===== config.mk =====
export PLATFORM = sky130hd
export DESIGN_NAME = half_adder_mux
export DESIGN_NICKNAME = d
export VERILOG_FILES = /design/src/rtl/half_adder_mux_pkg.sv /design/src/rtl/half_adder_mux_mux4_1.sv /design/src/rtl/half_adder_mux.sv
export SDC_FILE = /design/constraint.sdc
export NUM_CORES = 1
export LEC_CHECK = 0
export ABC_AREA = 1
export CAP_MARGIN = 40
export CORE_AREA = 2 2 39 41
export CTS_CLUSTER_SIZE = 14
export DETAILED_ROUTE_END_ITERATION = 8
export DIE_AREA = 0 0 41 43
export PLACE_DENSITY = 0.43
export SLEW_MARGIN = 20
export SYNTH_ARGS = -nofsm -noshare
export SYNTH_HDL_FRONTEND = slang
export SYNTH_SLANG_ARGS = --single-unit

===== constraint.sdc =====
create_clock -name clk -period 1 [get_ports clk]
set_clock_uncertainty 0.05 [all_clocks]
set_input_delay 0.2 -clock clk [delete_from_list [all_inputs] [get_ports clk]]
set_output_delay 0.2 -clock clk [all_outputs]
set_load 0.05 [all_outputs]

===== src/rtl/half_adder_mux_pkg.sv =====
// Shared constants for the mux-based half adder: truth-table vectors fed to the
// per-lane 4:1 muxes and the carry-count width helper.
package ha_mux_pkg;

    localparam logic [3:0] SUM_TT   = 4'b0110;
    localparam logic [3:0] CARRY_TT = 4'b1000;

    // Bits needed to hold a count from 0 to width inclusive.
    function automatic int carryCntWidth(input int width);
        return $clog2(width + 1);
    endfunction

endpackage


===== src/rtl/half_adder_mux_mux4_1.sv =====
// Combinational 4:1 multiplexer, y = d[sel].
module mux4_1 (
    input  logic [3:0] d,
    input  logic [1:0] sel,
    output logic       y
);

    assign y = d[sel];

endmodule


===== src/rtl/half_adder_mux.sv =====
// Registered multi-lane half adder; each lane's sum/carry is a mux lookup on {a,b}.
// Optional self-check against gate logic is enabled by defining HA_SELFCHECK_EN.
module half_adder_mux
    import ha_mux_pkg::*;
#(
    parameter int WIDTH = 1
) (
    input  logic                                clk,
    input  logic                                rst_n,
    input  logic                                in_valid,
    input  logic [WIDTH-1:0]                    a,
    input  logic [WIDTH-1:0]                    b,
    output logic                                out_valid,
    output logic [WIDTH-1:0]                    sum,
    output logic [WIDTH-1:0]                    carry,
    output logic                                carry_any,
    output logic [carryCntWidth(WIDTH)-1:0]     carry_cnt
`ifdef HA_SELFCHECK_EN
    ,
    output logic                                chk_err
`endif
);

    localparam int CNT_W = carryCntWidth(WIDTH);

    logic [WIDTH-1:0] w_sum;
    logic [WIDTH-1:0] w_carry;
    logic             w_carry_any;
    logic [CNT_W-1:0] w_carry_cnt;

    logic             r_out_valid;
    logic [WIDTH-1:0] r_sum;
    logic [WIDTH-1:0] r_carry;
    logic             r_carry_any;
    logic [CNT_W-1:0] r_carry_cnt;

    for (genvar i = 0; i < WIDTH; i++) begin : g_lane
        logic [1:0] w_sel;
        assign w_sel = {a[i], b[i]};

        mux4_1 u_sum (
            .d   (SUM_TT),
            .sel (w_sel),
            .y   (w_sum[i])
        );

        mux4_1 u_carry (
            .d   (CARRY_TT),
            .sel (w_sel),
            .y   (w_carry[i])
        );
    end

    // Summaries come from the same-cycle mux carries so they always agree with carry.
    always_comb begin
        w_carry_cnt = '0;
        for (int i = 0; i < WIDTH; i++) begin
            w_carry_cnt = w_carry_cnt + CNT_W'(w_carry[i]);
        end
    end

    assign w_carry_any = |w_carry;

    always_ff @(posedge clk) begin
        if (!rst_n) begin
            r_out_valid <= 1'b0;
            r_sum       <= '0;
            r_carry     <= '0;
            r_carry_any <= 1'b0;
            r_carry_cnt <= '0;
        end else begin
            r_out_valid <= in_valid;
            if (in_valid) begin
                r_sum       <= w_sum;
                r_carry     <= w_carry;
                r_carry_any <= w_carry_any;
                r_carry_cnt <= w_carry_cnt;
            end
        end
    end

    assign out_valid = r_out_valid;
    assign sum       = r_sum;
    assign carry     = r_carry;
    assign carry_any = r_carry_any;
    assign carry_cnt = r_carry_cnt;

`ifdef HA_SELFCHECK_EN
    logic w_mismatch;
    logic r_chk_err;

    assign w_mismatch = in_valid && ((w_sum != (a ^ b)) || (w_carry != (a & b)));

    // Sticky until reset.
    always_ff @(posedge clk) begin
        if (!rst_n) begin
            r_chk_err <= 1'b0;
        end else if (w_mismatch) begin
            r_chk_err <= 1'b1;
        end
    end

    assign chk_err = r_chk_err;
`endif

endmodule


## Word level (Yosys, flattened, before mapping)

Cells that the tools add are included.

| storage, ports and cells | value |
|---|---|
| flip-flop bits (word level) | 3 |
| output and inout bits | 5 |
| bits of input ports | 5 |
| logic and storage cells | 8 |

| cells by class | value |
|---|---|
| mux-type cells | 4 |
| $lt $le $gt $ge | 1 |

Operators by type and width:

| operator | number |
|---|---|
| $bmux 1 s2 | 2 |
| $lt 2x3->1 const B | 1 |
| $mux 1 | 2 |

## Longest topological paths before layout

Gate-level depths: netlist of the first run.

| depth | value |
|---|---|
| word-level depth | 2 |
| gate-level depth with buffers | 5 |
| mapped depth without buffers | 5 |

## By module

A second synthesis of the first run with hierarchy kept.

| unflattened totals | value |
|---|---|
| cell total of the unflattened synthesis | 45 |
| area, all modules | 230.2 µm² |

Modules (own cells, without submodules):

| module | cells an instance | instances | seq. area each (µm²) | area an instance (µm²) |
|---|---|---|---|---|
| half_adder_mux | 19 | 1 | 60.1 | 127.6 |
| mux4_1 | 13 | 2 | 0.0 | 51.3 |

## Worst setup path after synthesis of the first run

OpenSTA, ideal clock, no wires.

| path | value |
|---|---|
| path kind | reg2out |
| start | reg, netlist name carry_cnt |
| end | out carry_any |
| stages on the path, launching flop included | 2 |
| required time | 0.750 ns |
| path buffers | 1 |
| setup slack | -0.183 ns |
| arrival | 0.933 ns |
| path through | dfxtp_1 buf_4 |

RTL lines:

| item | line | RTL |
|---|---|---|
| end, declared | half_adder_mux.sv:16 | `output logic carry_any,` |

## Final worst setup path of the first run

| path | value |
|---|---|
| start | reg r_carry_cnt, in the netlist carry_cnt |
| end | out carry_cnt |

RTL lines:

| item | line | RTL |
|---|---|---|
| start, declared | half_adder_mux.sv:35 | `logic [CNT_W-1:0] r_carry_cnt;` |
| start signal, assigned | half_adder_mux.sv:77 | `r_carry_cnt <= w_carry_cnt;` |
| end, declared | half_adder_mux.sv:17 | `output logic [carryCntWidth(WIDTH)-1:0] carry_cnt` |

No word-level cell between the ends.

==> reports/qor.tcl, run 1 <==
set qor(cp_data_required_time_ns) 0.75
set qor(finalSetupViolations) 3
set qor(rsz0062_at_grt) {yes}
set qor(hold_crit_path_type) {in2reg}
set qor(post-route-period-util_pct) 102
set qor(drtIter0Drc) 1
set qor(syn-num-nets) 24
set qor(ys.warnings.count) 0
set qor(final_nets) 36
set qor(leakagePower_nw) 0.156
set qor(wl_met1_um) 126
set qor(cts_max_level) 1
set qor(internal_power_w) 0.000344
set qor(met2_length_um) 116
set qor(die_area_mm2) 0.00176
set qor(hold_viol_final) 0
set qor(total_congestion_overflow) 0
set qor(finalPower_w) 0.000483
set qor(number_of_ports_placed_on_the_die_boundary) 10
set qor(critical-path-top-delay-family) {flip-flops}
set qor(critPathArrivalTime_ns) 0.77
set qor(clkPwrFrac_pct) 44.2
set qor(ctsLongestPathBuffers) 2
set qor(timing.critical_path.from_type) {flop}
set qor(portBuffers) 9
set qor(highest_layer) {met3}
set qor(antenna_found_initial) 0
set qor(crit_path_max_incr_delay_ns) 0.39
set qor(critPathKind) {reg2out}
set qor(switching_share_pct) 28.7
set qor(cell_area_reported_after_detailed_placement_um2) 279
set qor(wl_per_cell_um) 6.00
set qor(insertion_delay_ns) 0.23
set qor(cts_tree) {done}
set qor(tightest_slew_ns) 0.176
set qor(total_switching_power_w) 0.000139
set qor(die_h_um) 43
set qor(number_of_global_route_vias_before_repair) 127
set qor(status) {finished, violations left}
set qor(synth_cells) 18
set qor(avgSynthCellArea_um2) 7.37
set qor(worst-path-buf-inv) 1
set qor(area_of_the_multi_input_gates_um2) 46.3
set qor(cts.reportedPaths.clkPinSlew_ns) 0.04
set qor(cp-end-kind) {primary output}
set qor(met3RoutedLength_um) 27
set qor(syn_area_um2) 133
set qor(dpl.cell_count) 41
set qor(floorplan.initialDensity_pct) 9.58
set qor(standard_cell_row_count) 14
set qor(numCtsBuffers) 3
set qor(post_route_cells_drive_above_1_share_pct) 34.5
set qor(fin_worst_hold_slack_ns) 0.364
set qor(combPwrFrac_pct) 26.9
set qor(cap_violations) 0
set qor(critical_path.cell_chain) {buf_12}
set qor(violations) {setup timing}
set qor(antenna_cells_inserted) 0
set qor(fillCellCount) 157
set qor(drc_errors) 0
set qor(dr.pass1.iters) 2
set qor(maxSlewViolCount) 0
set qor(postCtsSetupRepairBufs) 0
set qor(yosys_register_bits) 3
set qor(critPathSlowestCell) {sky130_fd_sc_hd__dfxtp_4}
set qor(vias) 138
set qor(gpl.final_weighted_congestion) 0.696
set qor(stdcell_area_um2) 310
set qor(root_buffer) {sky130_fd_sc_hd__clkbuf_4}
set qor(vdd_drop_max_v) 0.000494
set qor(regArea_um2) 65.1
set qor(global_route_wire_length_before_repair_um) 462
set qor(final.min_clock_period_ns) 1.02
set qor(critical_path_peak_fanout) 4
set qor(power.density_mw_per_mm2) 1560
set qor(core_region_area_mm2) 0.00138
set qor(grt_max_degree) 6
set qor(power.share.sequential_pct) 28.9
set qor(layout_setup_ws_ns) -0.0160
set qor(clock-sinks) 3
set qor(grt.total_usage_pct) 4.51
set qor(die_x_um) 41
set qor(antenna_left) 0
set qor(max_freq_mhz) 984
set qor(drt-total-wl_um) 270
set qor(drt-vias-per-instance) 3.07
set qor(synth_cell_types) 6
set qor(synth-seq-area-share_pct) 45.3
set qor(place_ws_ns) -0.252
set qor(slew_headroom_pct) 88.2
set qor(syn2layout_area_growth_pct) 134
set qor(layout.cells.non_filler) 45
==> repair_timing <==
action | 4_1_cts | 5_1_grt
setup endpoints to repair | 5 | 4
pin swaps | 1 | 1
gates resized for setup | 3 | 1
hold buffers | 0 | 0
==> worst paths after layout <==
check / startpoint / endpoint / slack (ns) / cells after the start
setup / recovery: carry_cnt / carry_cnt / -0.02 / 1
hold / removal: a / carry_cnt / 0.36 / 6
setup reg to reg: carry_cnt / carry_cnt / 0.33 / 2
hold reg to reg: sum / sum / 0.44 / 2
==> kinds of logic (layout without fill, tap and decap cells) <==
group                      Yosys count  in the layout  synth area share, %
adders and majority gates            1              1                 9.43
buffers and inverters                5             16                 19.8
DFF                                  3              3                 45.3
and+or+nand+nor                      9              9                 25.5
==> power groups by stage <==
| stage | combinational (W) | clock [W] | sequential (W) |
|---|---|---|---|
| detailed placement | 0.000132 | 0 | 0.000143 |
| global route | 0.000139 | 0.000231 | 0.000141 |
| finish | 0.000130 | 0.000213 | 0.000140 |
| global placement | 0.000132 | 0 | 0.000142 |
| CTS | 0.000131 | 0.000226 | 0.000140 |
| floorplan | 0.0000397 | 0 | 0.000163 |
==> cell usage after synthesis <==
cell type                 n  area, um2
sky130_fd_sc_hd__nand2_1  5       18.8
sky130_fd_sc_hd__ha_1     1       12.5
sky130_fd_sc_hd__inv_1    3       11.3
sky130_fd_sc_hd__buf_4    2       15.0
sky130_fd_sc_hd__nor2_1   4       15.0
sky130_fd_sc_hd__dfxtp_1  3       60.1
==> per-stage QoR <==
step,setup TNS (ns),utilization [%]
after floorplan,0,-
after global placement,-0.399,20.2
after detailed placement,-0.399,20.2
after CTS,-0.0878,22.2
after global routing,-0.122,22.4
final,-0.0467,22.4
==> state kept, by name, indices dropped and copies added (netlist names) <==
| signal | flops |
|---|---|
| carry_cnt | 1 |
| sum | 1 |
| out_valid | 1 |
==> placed cells by master, fill, tap and decap left out <==
cell	synthesis	final
sky130_fd_sc_hd__nand2_1	5	5
sky130_fd_sc_hd__buf_12	0	5
sky130_fd_sc_hd__nor2_1	4	4
sky130_fd_sc_hd__inv_1	3	3
sky130_fd_sc_hd__clkbuf_4	0	3
sky130_fd_sc_hd__clkdlybuf4s50_1	0	2
sky130_fd_sc_hd__ha_1	1	1
sky130_fd_sc_hd__dfxtp_4	0	1
sky130_fd_sc_hd__clkbuf_1	0	1
sky130_fd_sc_hd__dlymetal6s2s_1	0	1
sky130_fd_sc_hd__dlygate4sd2_1	0	1
sky130_fd_sc_hd__dfxtp_1	3	1
sky130_fd_sc_hd__dfxtp_2	0	1
==> area by class of cell <==
type	instances	area share (%)
clock buffer	4	8.47
inverter	3	3.63
multi-input combinational	10	14.9
sequential	3	21.0
tap	16	6.45
timing repair buffer	9	45.6
==> per-layer routing <==
metal	global-route usage (%)	up-vias
met3	4.71	0
met4	4.00	0
met1	4.81	59
li1	-	72
met5	0	-
met2	4.69	7
Note: power is estimated with default switching activity, not from simulation.
==> inputs of run 2 (changes only) <==
--- a/config.mk
+++ b/config.mk
@@ -11,6 +11,7 @@
 export CTS_CLUSTER_SIZE = 14
 export DETAILED_ROUTE_END_ITERATION = 8
 export DIE_AREA = 0 0 41 43
+export HOLD_SLACK_MARGIN = 0.12
 export PLACE_DENSITY = 0.43
 export SLEW_MARGIN = 20
 export SYNTH_ARGS = -nofsm -noshare
==> results of run 2 <==
Same layout as run 1: the final DEF is identical, and so are final timing and power.
